<file path="config.mk">
export PLATFORM = sky130hd
export DESIGN_NAME = truth_table_sweeper
export DESIGN_NICKNAME = d
export VERILOG_FILES = /design/src/rtl/truth_table_sweeper.sv
export SDC_FILE = /design/constraint.sdc
export NUM_CORES = 1
export LEC_CHECK = 0
export ABC_AREA = 1
export BUFFER_PORTS_ARGS = -buffer_cell sky130_fd_sc_hd__buf_4
export CAP_MARGIN = 15
export CORE_AREA = 2 2 46 48
export DETAILED_ROUTE_END_ITERATION = 10
export DIE_AREA = 0 0 48 50
export GPL_ROUTABILITY_DRIVEN = 0
export PLACE_DENSITY = 0.73
export SYNTH_ARGS = -nofsm -noshare
export SYNTH_HDL_FRONTEND = slang
export SYNTH_SLANG_ARGS = --single-unit
</file>
<file path="constraint.sdc">
create_clock -name clk -period 1.89 [get_ports clk]
set_input_delay 0.378 -clock clk [delete_from_list [all_inputs] [get_ports clk]]
set_output_delay 0.378 -clock clk [all_outputs]
set_load 0.005 [all_outputs]
</file>
<file path="src/rtl/truth_table_sweeper.sv">
// Exhaustive truth-table checker: drives codes 0..2^N_IN-1, holds each HOLD_CYCLES clocks, compares dut_q to EXP_TABLE.
// Latency: result on edge start+2^N_IN*HOLD_CYCLES; optional STOP_ON_FAIL_EN ends the sweep at the first mismatch.
// Backpressure: none; start is only honoured in IDLE or DONE and ignored while busy.
module truth_table_sweeper #(
  parameter int                   N_IN        = 3,
  parameter int                   HOLD_CYCLES = 4,
  parameter logic [(1<<N_IN)-1:0] EXP_TABLE   = 8'hE8
) (
  input  logic            clk,
  input  logic            rst,
  input  logic            start,
  output logic [N_IN-1:0] stim,
  input  logic            dut_q,
  output logic            busy,
  output logic            done,
  output logic            pass,
  output logic [N_IN:0]   err_count,
  output logic            first_fail_valid,
  output logic [N_IN-1:0] first_fail_idx
);

  localparam int HW = (HOLD_CYCLES > 1) ? $clog2(HOLD_CYCLES) : 1;
  localparam logic [N_IN-1:0] LAST_IDX  = N_IN'((1 << N_IN) - 1);
  localparam logic [HW-1:0]   LAST_HOLD = HW'(HOLD_CYCLES - 1);

  typedef enum logic [1:0] {S_IDLE, S_APPLY, S_DONE} state_t;

  state_t          state_q, state_d;
  logic [N_IN-1:0] idx_q, idx_d;
  logic [HW-1:0]   hold_q, hold_d;
  logic [N_IN:0]   err_q, err_d;
  logic            ffv_q, ffv_d;
  logic [N_IN-1:0] ffi_q, ffi_d;
  logic            pass_q, pass_d;
  logic            mismatch;
  logic            sweep_end;

  assign mismatch = (dut_q != EXP_TABLE[idx_q]);

`ifdef STOP_ON_FAIL_EN
  assign sweep_end = (idx_q == LAST_IDX) || mismatch;
`else
  assign sweep_end = (idx_q == LAST_IDX);
`endif

  always_ff @(posedge clk or posedge rst) begin
    if (rst) begin
      state_q <= S_IDLE;
      idx_q   <= '0;
      hold_q  <= '0;
      err_q   <= '0;
      ffv_q   <= 1'b0;
      ffi_q   <= '0;
      pass_q  <= 1'b0;
    end else begin
      state_q <= state_d;
      idx_q   <= idx_d;
      hold_q  <= hold_d;
      err_q   <= err_d;
      ffv_q   <= ffv_d;
      ffi_q   <= ffi_d;
      pass_q  <= pass_d;
    end
  end

  always_comb begin
    state_d = state_q;
    idx_d   = idx_q;
    hold_d  = hold_q;
    err_d   = err_q;
    ffv_d   = ffv_q;
    ffi_d   = ffi_q;
    pass_d  = pass_q;
    case (state_q)
      S_IDLE, S_DONE: begin
        if (start) begin
          state_d = S_APPLY;
          idx_d   = '0;
          hold_d  = '0;
          err_d   = '0;
          ffv_d   = 1'b0;
          ffi_d   = '0;
          pass_d  = 1'b0;
        end
      end
      S_APPLY: begin
        if (hold_q == LAST_HOLD) begin
          hold_d = '0;
          if (mismatch) begin
            err_d = err_q + (N_IN+1)'(1);
            if (!ffv_q) begin
              ffv_d = 1'b1;
              ffi_d = idx_q;
            end
          end
          // pass must see the mismatch counted on this very edge
          if (sweep_end) begin
            state_d = S_DONE;
            pass_d  = (err_d == '0);
          end else begin
            idx_d = idx_q + N_IN'(1);
          end
        end else begin
          hold_d = hold_q + HW'(1);
        end
      end
      default: state_d = S_IDLE;
    endcase
  end

  assign stim             = idx_q;
  assign busy             = (state_q == S_APPLY);
  assign done             = (state_q == S_DONE);
  assign pass             = pass_q;
  assign err_count        = err_q;
  assign first_fail_valid = ffv_q;
  assign first_fail_idx   = ffi_q;

endmodule

</file>
# == Yosys cells after proc, flatten, opt, wreduce, memory -nomap -nowiden ==
# Memories as Yosys holds them, arrays and structs flattened.
# Cells that the tools add are included.
# totals
regBits,16
latchBits,0
mem_bits_rw,0
rom_bits,8
inputBits,4
output_inout_bits,14
word_cells,63
mem_count,1
# memory_table
name,depth,width,rd,rd_clocked_by_memory_dff,write_ports,line_no,source
(no name shown),8,1,1,0,0,38,assign mismatch = (dut_q != EXP_TABLE[idx_q]);
# op_classes
addsub,3
multipliers,0
div_mod_pow,0
magnitude_cmp,1
eq_ne,11
shifts,0
n_mux,29
bitwise,0
n_reduce_logical,11
# ops
operator,n
two-way mux 4 bit,5
two-way mux 3 bit,6
one-hot mux 3 bit (2 select lines),2
AND reduction 4 bit,3
two-way mux 2 bit,5
one-hot mux 2 bit (2 select lines),2
one-hot mux 4 bit (2 select lines),1
two-way mux 1 bit,6
inequality test 2 x 1 -> 1 bit (second input constant),3
inequality test 2 bit (second input constant),3
AND reduction 3 bit,2
AND reduction 5 bit,1
adder 4 x 1 -> 4 bit (second input constant),1
equality test 2 bit (second input constant),2
zero test 4 bit,1
less-than comparator 3 x 4 -> 1 bit (second input constant),1
one-hot mux 1 bit (2 select lines),2
adder 3 x 1 -> 3 bit (second input constant),1
equality test 3 bit (second input constant),1
adder 2 x 1 -> 2 bit (second input constant),1
equality test 2 x 1 -> 1 bit (second input constant),1
zero test 2 bit,1
AND reduction 2 bit,1
nonzero test 2 bit,1
2 further kinds,2

# == Depth between registers and ports, before layout ==
# Gate-level depths: netlist (run 1).
# logic_depth
word_depth,10
mapped_depth,11
mapped_depth_nobuf,11

# == Least setup slack after synthesis (run 1) ==
# No wires, ideal clock.
# synth_timing
path_kind,reg-to-reg
from,"reg idx_q[0], in the netlist stim[0]"
to,"reg ffi_q[0], in the netlist first_fail_idx[0]"
t_arrival_ps,1281
setup_slack_ps,493
stages_incl_launch_ff,11
path_buffers,0
path_cell_list,dfrtp_1 inv_1 ha_1 inv_1 nand2_1 nand3_1 nand2_1 o21ai_2 clkinv_2 nand3_1 nand2_1
# synth_between
elab_chain_len,5
elab_cells_between_ends,9
cone_classes,eq/ne: 2; mux: 5; reduce/logical: 1; memory: 1
# synth_lines
element,line_no,source
"start, declared",29,"logic [N_IN-1:0] idx_q, idx_d;"
"start signal, assigned",57,idx_q <= idx_d;
memory (8 x 1 bit),-,
two-way mux 1 bit (not written as such),38,
inequality test 1 bit,38,
inequality test 2 x 1 -> 1 bit (no source line),-,
AND reduction 5 bit (no source line),-,
"end signal, assigned",61,ffi_q <= ffi_d;
"end, declared",33,"logic [N_IN-1:0] ffi_q, ffi_d;"
# Parallel ways exist; a longest one is shown, timed or not. The select of a mux whose other input is x is not followed.
# A chain may end at the register's enable or synchronous reset.

# == Final worst setup path (run 1) ==
# Ends and elaborated chain as after synthesis.

==> results of run 1 <==
==> stage by stage <==
step | cell area, um2 | hold slack [ns] | utilization | total power [mW]
after global routing | 1130 | 0.214 | 0.594 | 1.85
final | 1130 | 0.148 | 0.594 | 1.70
after detailed placement | 1090 | 0.460 | 0.575 | 1.48
after CTS | 1130 | 0.180 | 0.594 | 1.71
after global placement | 1090 | 0.455 | 0.575 | 1.46
after floorplan | 932 | 0.292 | - | 1.17
==> report_power, final <==
part | switching, mW | internal (mW) | leakage (nW)
clock | 0.115 | 0.117 | 0.0210
combinational | 0.479 | 0.396 | 0.387
sequential | 0.111 | 0.477 | 0.197
total | 0.705 | 0.990 | 0.605
==> sequential cells by signal, summed over array words and instances (netlist names) <==
signal,count
err_count,4
first_fail_idx,3
first_fail_valid,1
hold_q,2
pass,1
state_q,2
stim,3
==> cells by family (layout without fill, tap and decap cells) <==
family                   count (synthesis)  after routing
XOR/XNOR                                 2              2
adder cells (fa/ha/maj)                  5              5
flip-flops                              16             16
AO/OA/AOI/OAI                           13             13
buffers and inverters                   17             38
AND/OR/NAND/NOR                         63             63
==> worst max path at each step <==
| stage | to | slack (ns) |
|---|---|---|
| floorplan | first_fail_idx[0] | 0.49 |
| global placement | pass | 0.36 |
| detailed placement | first_fail_idx[0] | 0.34 |
| CTS | first_fail_idx[0] | 0.31 |
| global route | first_fail_idx[1] | 0.11 |
| finish | first_fail_idx[0] | 0.32 |
==> area by class of cell <==
type	count	area, um2	area share
repair buffers	17	128	0.113
multi-input cells	83	462	0.409
inverters	17	70.1	0.0620
clock buffers	4	36.3	0.0321
well taps	27	33.8	0.0299
flip-flops and latches	16	400	0.354
==> metal layers <==
layer	vias up	routed length, um	GRT usage
met3	2	58	0.0366
met4	0	23	0.0541
met1	360	880	0.230
met5	-	0	0
li1	414	-	-
met2	18	758	0.264
==> Yosys cell counts <==
library cell,number,share of area
nand2_1,32,0.13
nand3_1,17,0.091
dfrtp_1,16,0.43
inv_1,12,0.048
nor2_1,6,0.024
ha_1,5,0.067
o21ai_0,5,0.027
nand2_2,4,0.027
o21ai_1,4,0.021
inv_2,3,0.012
xor2_1,2,0.019
a21oi_4,1,0.017
a22o_1,1,0.0094
a22o_2,1,0.011
and3_4,1,0.012
clkinv_2,1,0.0054
clkinv_4,1,0.0094
nand2_4,1,0.012
nor2_4,1,0.012
o21ai_2,1,0.0094
or2_2,1,0.0067
==> worst max-delay path, delay by kind of cell (launching register included) <==
family                   cells  cell delay (ns)
AND/OR/NAND/NOR              6             0.52
AO/OA/AOI/OAI                1             0.15
buffers and inverters        3             0.25
flip-flops                   1             0.38
adder cells (fa/ha/maj)      1             0.22
==> run summary, run 1 <==
Post-synthesis mux area share = 0
Final setup viols = 0
CP Cell Sequence = inv_1 -> ha_1 -> inv_1 -> nand2_1 -> nand3_1 -> nand2_1 -> o21ai_2 -> clkinv_2 -> nand2_2 -> nand2_1 -> nand2_1
Crit path launch = stim[0]
Synthesized flop and latch total = 16
Max Freq = 0.639 GHz
Starting Density = 0.490
Hold Buf Count CTS = 0
Via-to-Cell Ratio = 4.84
Drt wl/cell = 10.5 um
Setup TNS = 0 ns
Actual slew at the worst max-slew pin = 0.613 ns
Slew Viols, Final = 0
R2R depth = 11
Area grow syn2layout = 21.2%
Post-synthesis cell count = 116
Worst Hold Class = input port to asynchronous set/reset pin
Syn avg cell area = 8.04 um2
Period utilisation layout = 0.829
GR Overflow Total = 0
CTS tree = yes
Post-Layout Cell Count = 164
R2r startpoint = stim[0]
Slew HR = 0.591
Via count = 794
Fillers = 175
Num CTS Buffers = 3
Clock Root Buffer = clkbuf_4
Fraction of layout cells with a size suffix above 1 = 0.270
Global-route usage over all layers = 0.170
CORE AREA = 0.00190 mm2
Synth Area in Adders = 0.0671
Yosys cell types = 21
IO Count = 18
Xor-xnor portion of the synthesized cell area = 0.0188
R2R setup slack = 0.32 ns
Cell Area, Synth = 932 um2
Vias in the first global route = 733
Setup ws final = 0.324 ns
Inst Count DP = 160
Die Area = 0.00240 mm2
Worst-path fanout max = 4
Maximum VDD drop = 0.000893 V
Die Ht = 50 um
Main combinational cell family by area after synthesis = simple AND/OR/NAND/NOR gates
Crit path DAT = 1.80 ns
First-pass GRT wire length = 2960 um
Status = complete, no violations
Number of diodes = 0
Largest net degree at the start of global routing = 17
PwrDens = 1500 mW/mm2
Cell repeated most along the worst path = nand2_1
DP Worst Slack = 0.338 ns
Port-buffer cells = 17
Critical R2R Capture = first_fail_idx[0]
Crit Path Category = register to register
Max-cap violation count = 0
Initial DRC count = 16
Min Tclk post-route = 1.57 ns
Die width = 48 um
Delay of the slowest critical-path stage = 0.38 ns
Crit-path slowest cell = dfrtp_1
Post-synthesis compound-gate area fraction = 0.0953
Synthesis Warnings = 0
Unrepaired setup endpoints after global routing = no
Final setup skew = 0.00326 ns
Synth Net Count = 125
Bufs on Longest Clock Path = 2
Worst path required time = 2.13 ns
Clk slew on worst S/H paths = 0.10 ns
Worst-skew pair later-pin latency = 0.29 ns
Drt pass-1 iters = 4
Post-synthesis sequential area ratio = 0.430
Worst Setup Start Kind = register
Commonest non-fill, non-tap cell in the layout = nand2_1
Nets = 147
Commonest non-fill, non-tap cells in the layout = 32 x nand2_1, 17 x nand3_1, 17 x buf_4
Drc violations = 0
CP Capture Type = register
Row Count = 16
Initial antenna violation count = 0
Leakage power = 0.605 nW
DRT antenna net count = 0
Simple-Gate Fraction of Synth Area = 0.314
CTS sink cnt = 16
Fin. Hold Viols = 0
Hpwl dp = 1390 um
Post-CTS setup buffers = 0
H-tree Lvls = 1
CTS resizes = 0
Final WL = 1720 um
Note: power is estimated with default switching activity, not from simulation.
==> run 2: changes to the inputs <==
Settings changed: ABC_AREA 1 to 0.
Clock period 1.89 ns to 1.45 ns, I/O delays scaled along.
==> run summary, run 2 <==
Ys flop type = dfrtp_1
Max Used Layer = met4
Crit Path Category = register to register
H-tree Lvls = 1
Hpwl dp = 1430 um
Metal3 WL = 37 um
Yosys cell types = 32
Cell Area, Synth = 921 um2
Fraction of layout cells with a size suffix above 1 = 0.384
Post-Layout Cell Count = 152
Final setup skew = 0.00148 ns
Drt wl/cell = 12.0 um
Die Ht = 50 um
Worst-path fanout max = 5
Largest net degree at the start of global routing = 17
Met1 Wirelength = 838 um
Critical R2R Capture = pass
First-pass GRT wire length = 2970 um
Status = finished, violations left
Max-cap violation count = 0
Share of synthesized registers carrying an async set or reset = 1.00
Min Tclk post-route = 1.55 ns
Multi-input logic area = 534 um2
Synth area leader = dfrtp_1
IO Count = 18
Post-synth top area share = 0.435
Slew Viols, Final = 0
Row Count = 16
Worst Setup Start Kind = register
Syn avg cell area = 9.90 um2
GR Overflow Total = 0
Die Area = 0.00240 mm2
Post-synthesis cell count = 93
Global-route usage over all layers = 0.170
Crit path DAT = 1.72 ns
Via count = 756
Post-synth EDFFs = 0
CORE AREA = 0.00190 mm2
R2R setup slack = -0.10 ns
Setup crit end = pass
Top cells by count, synth = 16 x dfrtp_1, 14 x nand2_1, 8 x inv_1, 7 x mux2i_1
CP Capture Type = register
Initial antenna violation count = 0
Commonest non-fill, non-tap cells in the layout = 29 x buf_4, 16 x dfrtp_1, 14 x nand2_1
Initial DRC count = 6
Num CTS Buffers = 3
Port-buffer cells = 17
Final setup viols = 8
Failing checks = setup timing
Crit path launch = stim[0]
Cell with the most instances after synthesis = dfrtp_1
Nets = 136
R2r startpoint = stim[0]
Max Freq = 0.643 GHz
Pwr Total = 2.23 mW
R2R depth = 6
Leakage power = 0.606 nW
PwrDens = 1790 mW/mm2
Drc violations = 0
Via-to-Cell Ratio = 4.97
Worst Hold Class = input port to asynchronous set/reset pin
Starting Density = 0.484
Clock Root Buffer = clkbuf_4
Synthesized flop and latch total = 16
Unrepaired setup endpoints after global routing = yes
Commonest non-fill, non-tap cell in the layout = buf_4
Period utilisation layout = 1.07
Bufs on Longest Clock Path = 2
Max FFs per register = 4
Inst Count DP = 147
Synth Net Count = 102
Actual slew at the worst max-slew pin = 0.223 ns
Met2 routed WL = 927 um
Post-synthesis sequential area ratio = 0.435
DRT antenna net count = 0
Die width = 48 um
Top area cells in the synthesized netlist = dfrtp_1 43%, mux2i_1 7.6%, ha_1 6.8%
CTS sink cnt = 16
Slew HR = 0.850
CTS tree = yes
Final WL = 1820 um
Worst path required time = 1.62 ns
Clk slew on worst S/H paths = 0.09 ns
Setup ws final = -0.105 ns
Sequential cell area = 400 um2
Vias in the first global route = 699
Area grow syn2layout = 35.7%
Drt pass-1 iters = 4
Number of diodes = 0
Worst-skew pair later-pin latency = 0.27 ns
Synthesis Warnings = 0
Fin. Hold Viols = 0
Fillers = 160
Maximum VDD drop = 0.00107 V
-- run 2: changes by cell type after synthesis, moves of 3 or more --
cell      previous run  this run
inv_1               12         8
inv_2                3         0
mux2i_1              0         7
nand2_1             32        14
nand2_2              4         1
nand2b_1             0         5
nand3_1             17         2
nor2_1               6         3
nor3_1               0         4
o21ai_0              5         1
-- run 2: how the worst min path moves through the flow --
stage	slack [ns]	to	cells past startpoint
2_1_floorplan	0.20	err_count[0]	1
3_3_place_gp	0.31	hold_q[1]	3
3_5_place_dp	0.32	stim[0]	3
4_1_cts	0.01	stim[0]	3
5_1_grt	0.02	stim[0]	3
6_report	0.009	stim[0]	3
-- run 2: kinds of logic (layout without fill, tap and decap cells) --
group                      count (synthesis)  in the layout  synth area share
buffers and inverters                      9             41            0.0367
and+or+nand+nor                           39             39             0.241
DFF                                       16             16             0.435
adders and majority gates                  5              5            0.0679
AOI/OAI and AO/OA                         13             13            0.0951
muxes                                      8              8            0.0883
xor gates and xnor gates                   3              3            0.0367
-- run 2: repair_timing --
item | CTS | global route
pin swaps | 4 | 2
resized for setup | 3 | 5
setup endpoints to repair | 8 | 12
hold buffers | 0 | 0
setup buffers | 2 | 0
-- run 2: where the power goes --
group	internal (mW)	switching, mW	total, mW	leakage, nW
clock	0.0961	0.129	0.225	0.0138
sequential	0.604	0.159	0.762	0.205
combinational	0.689	0.556	1.24	0.387
-- run 2: cell type report --
cell class / instances / area share
Inverter: 8 / 0.0240
Tap cell: 27 / 0.0270
Multi-Input combinational cell: 68 / 0.427
Timing Repair Buffer: 30 / 0.183
Clock buffer: 3 / 0.0180
Sequential cell: 16 / 0.320
-- run 2: metal layers --
layer / vias to the layer above / track usage
li1: 380 / -
met1: 361 / 0.245
met2: 13 / 0.258
met3: 2 / 0.0330
met4: 0 / 0.0405
met5: - / 0
-- run 2: worst max-delay path: stages (launching register included) --
cell and delay [ns]:
dfrtp_1 0.42, ha_2 0.21, nor2b_4 0.14, nor2_4 0.13, xor2_4 0.23, mux2i_1 0.25
o31ai_2 0.07
-- run 2: stage by stage --
step           cell area, um2  hold WS [ns]  TNS, ns  worst slack, ns  utilization
6_report                 1250       0.00928   -0.511           -0.105        0.657
5_1_grt                  1250        0.0170    -1.39           -0.205        0.657
4_1_cts                  1230        0.0142   -0.892           -0.148        0.648
3_5_place_dp             1180         0.316   -0.857           -0.138        0.623
3_3_place_gp             1180         0.313   -0.441          -0.0846        0.623
2_1_floorplan             945         0.204   -0.292          -0.0666            -
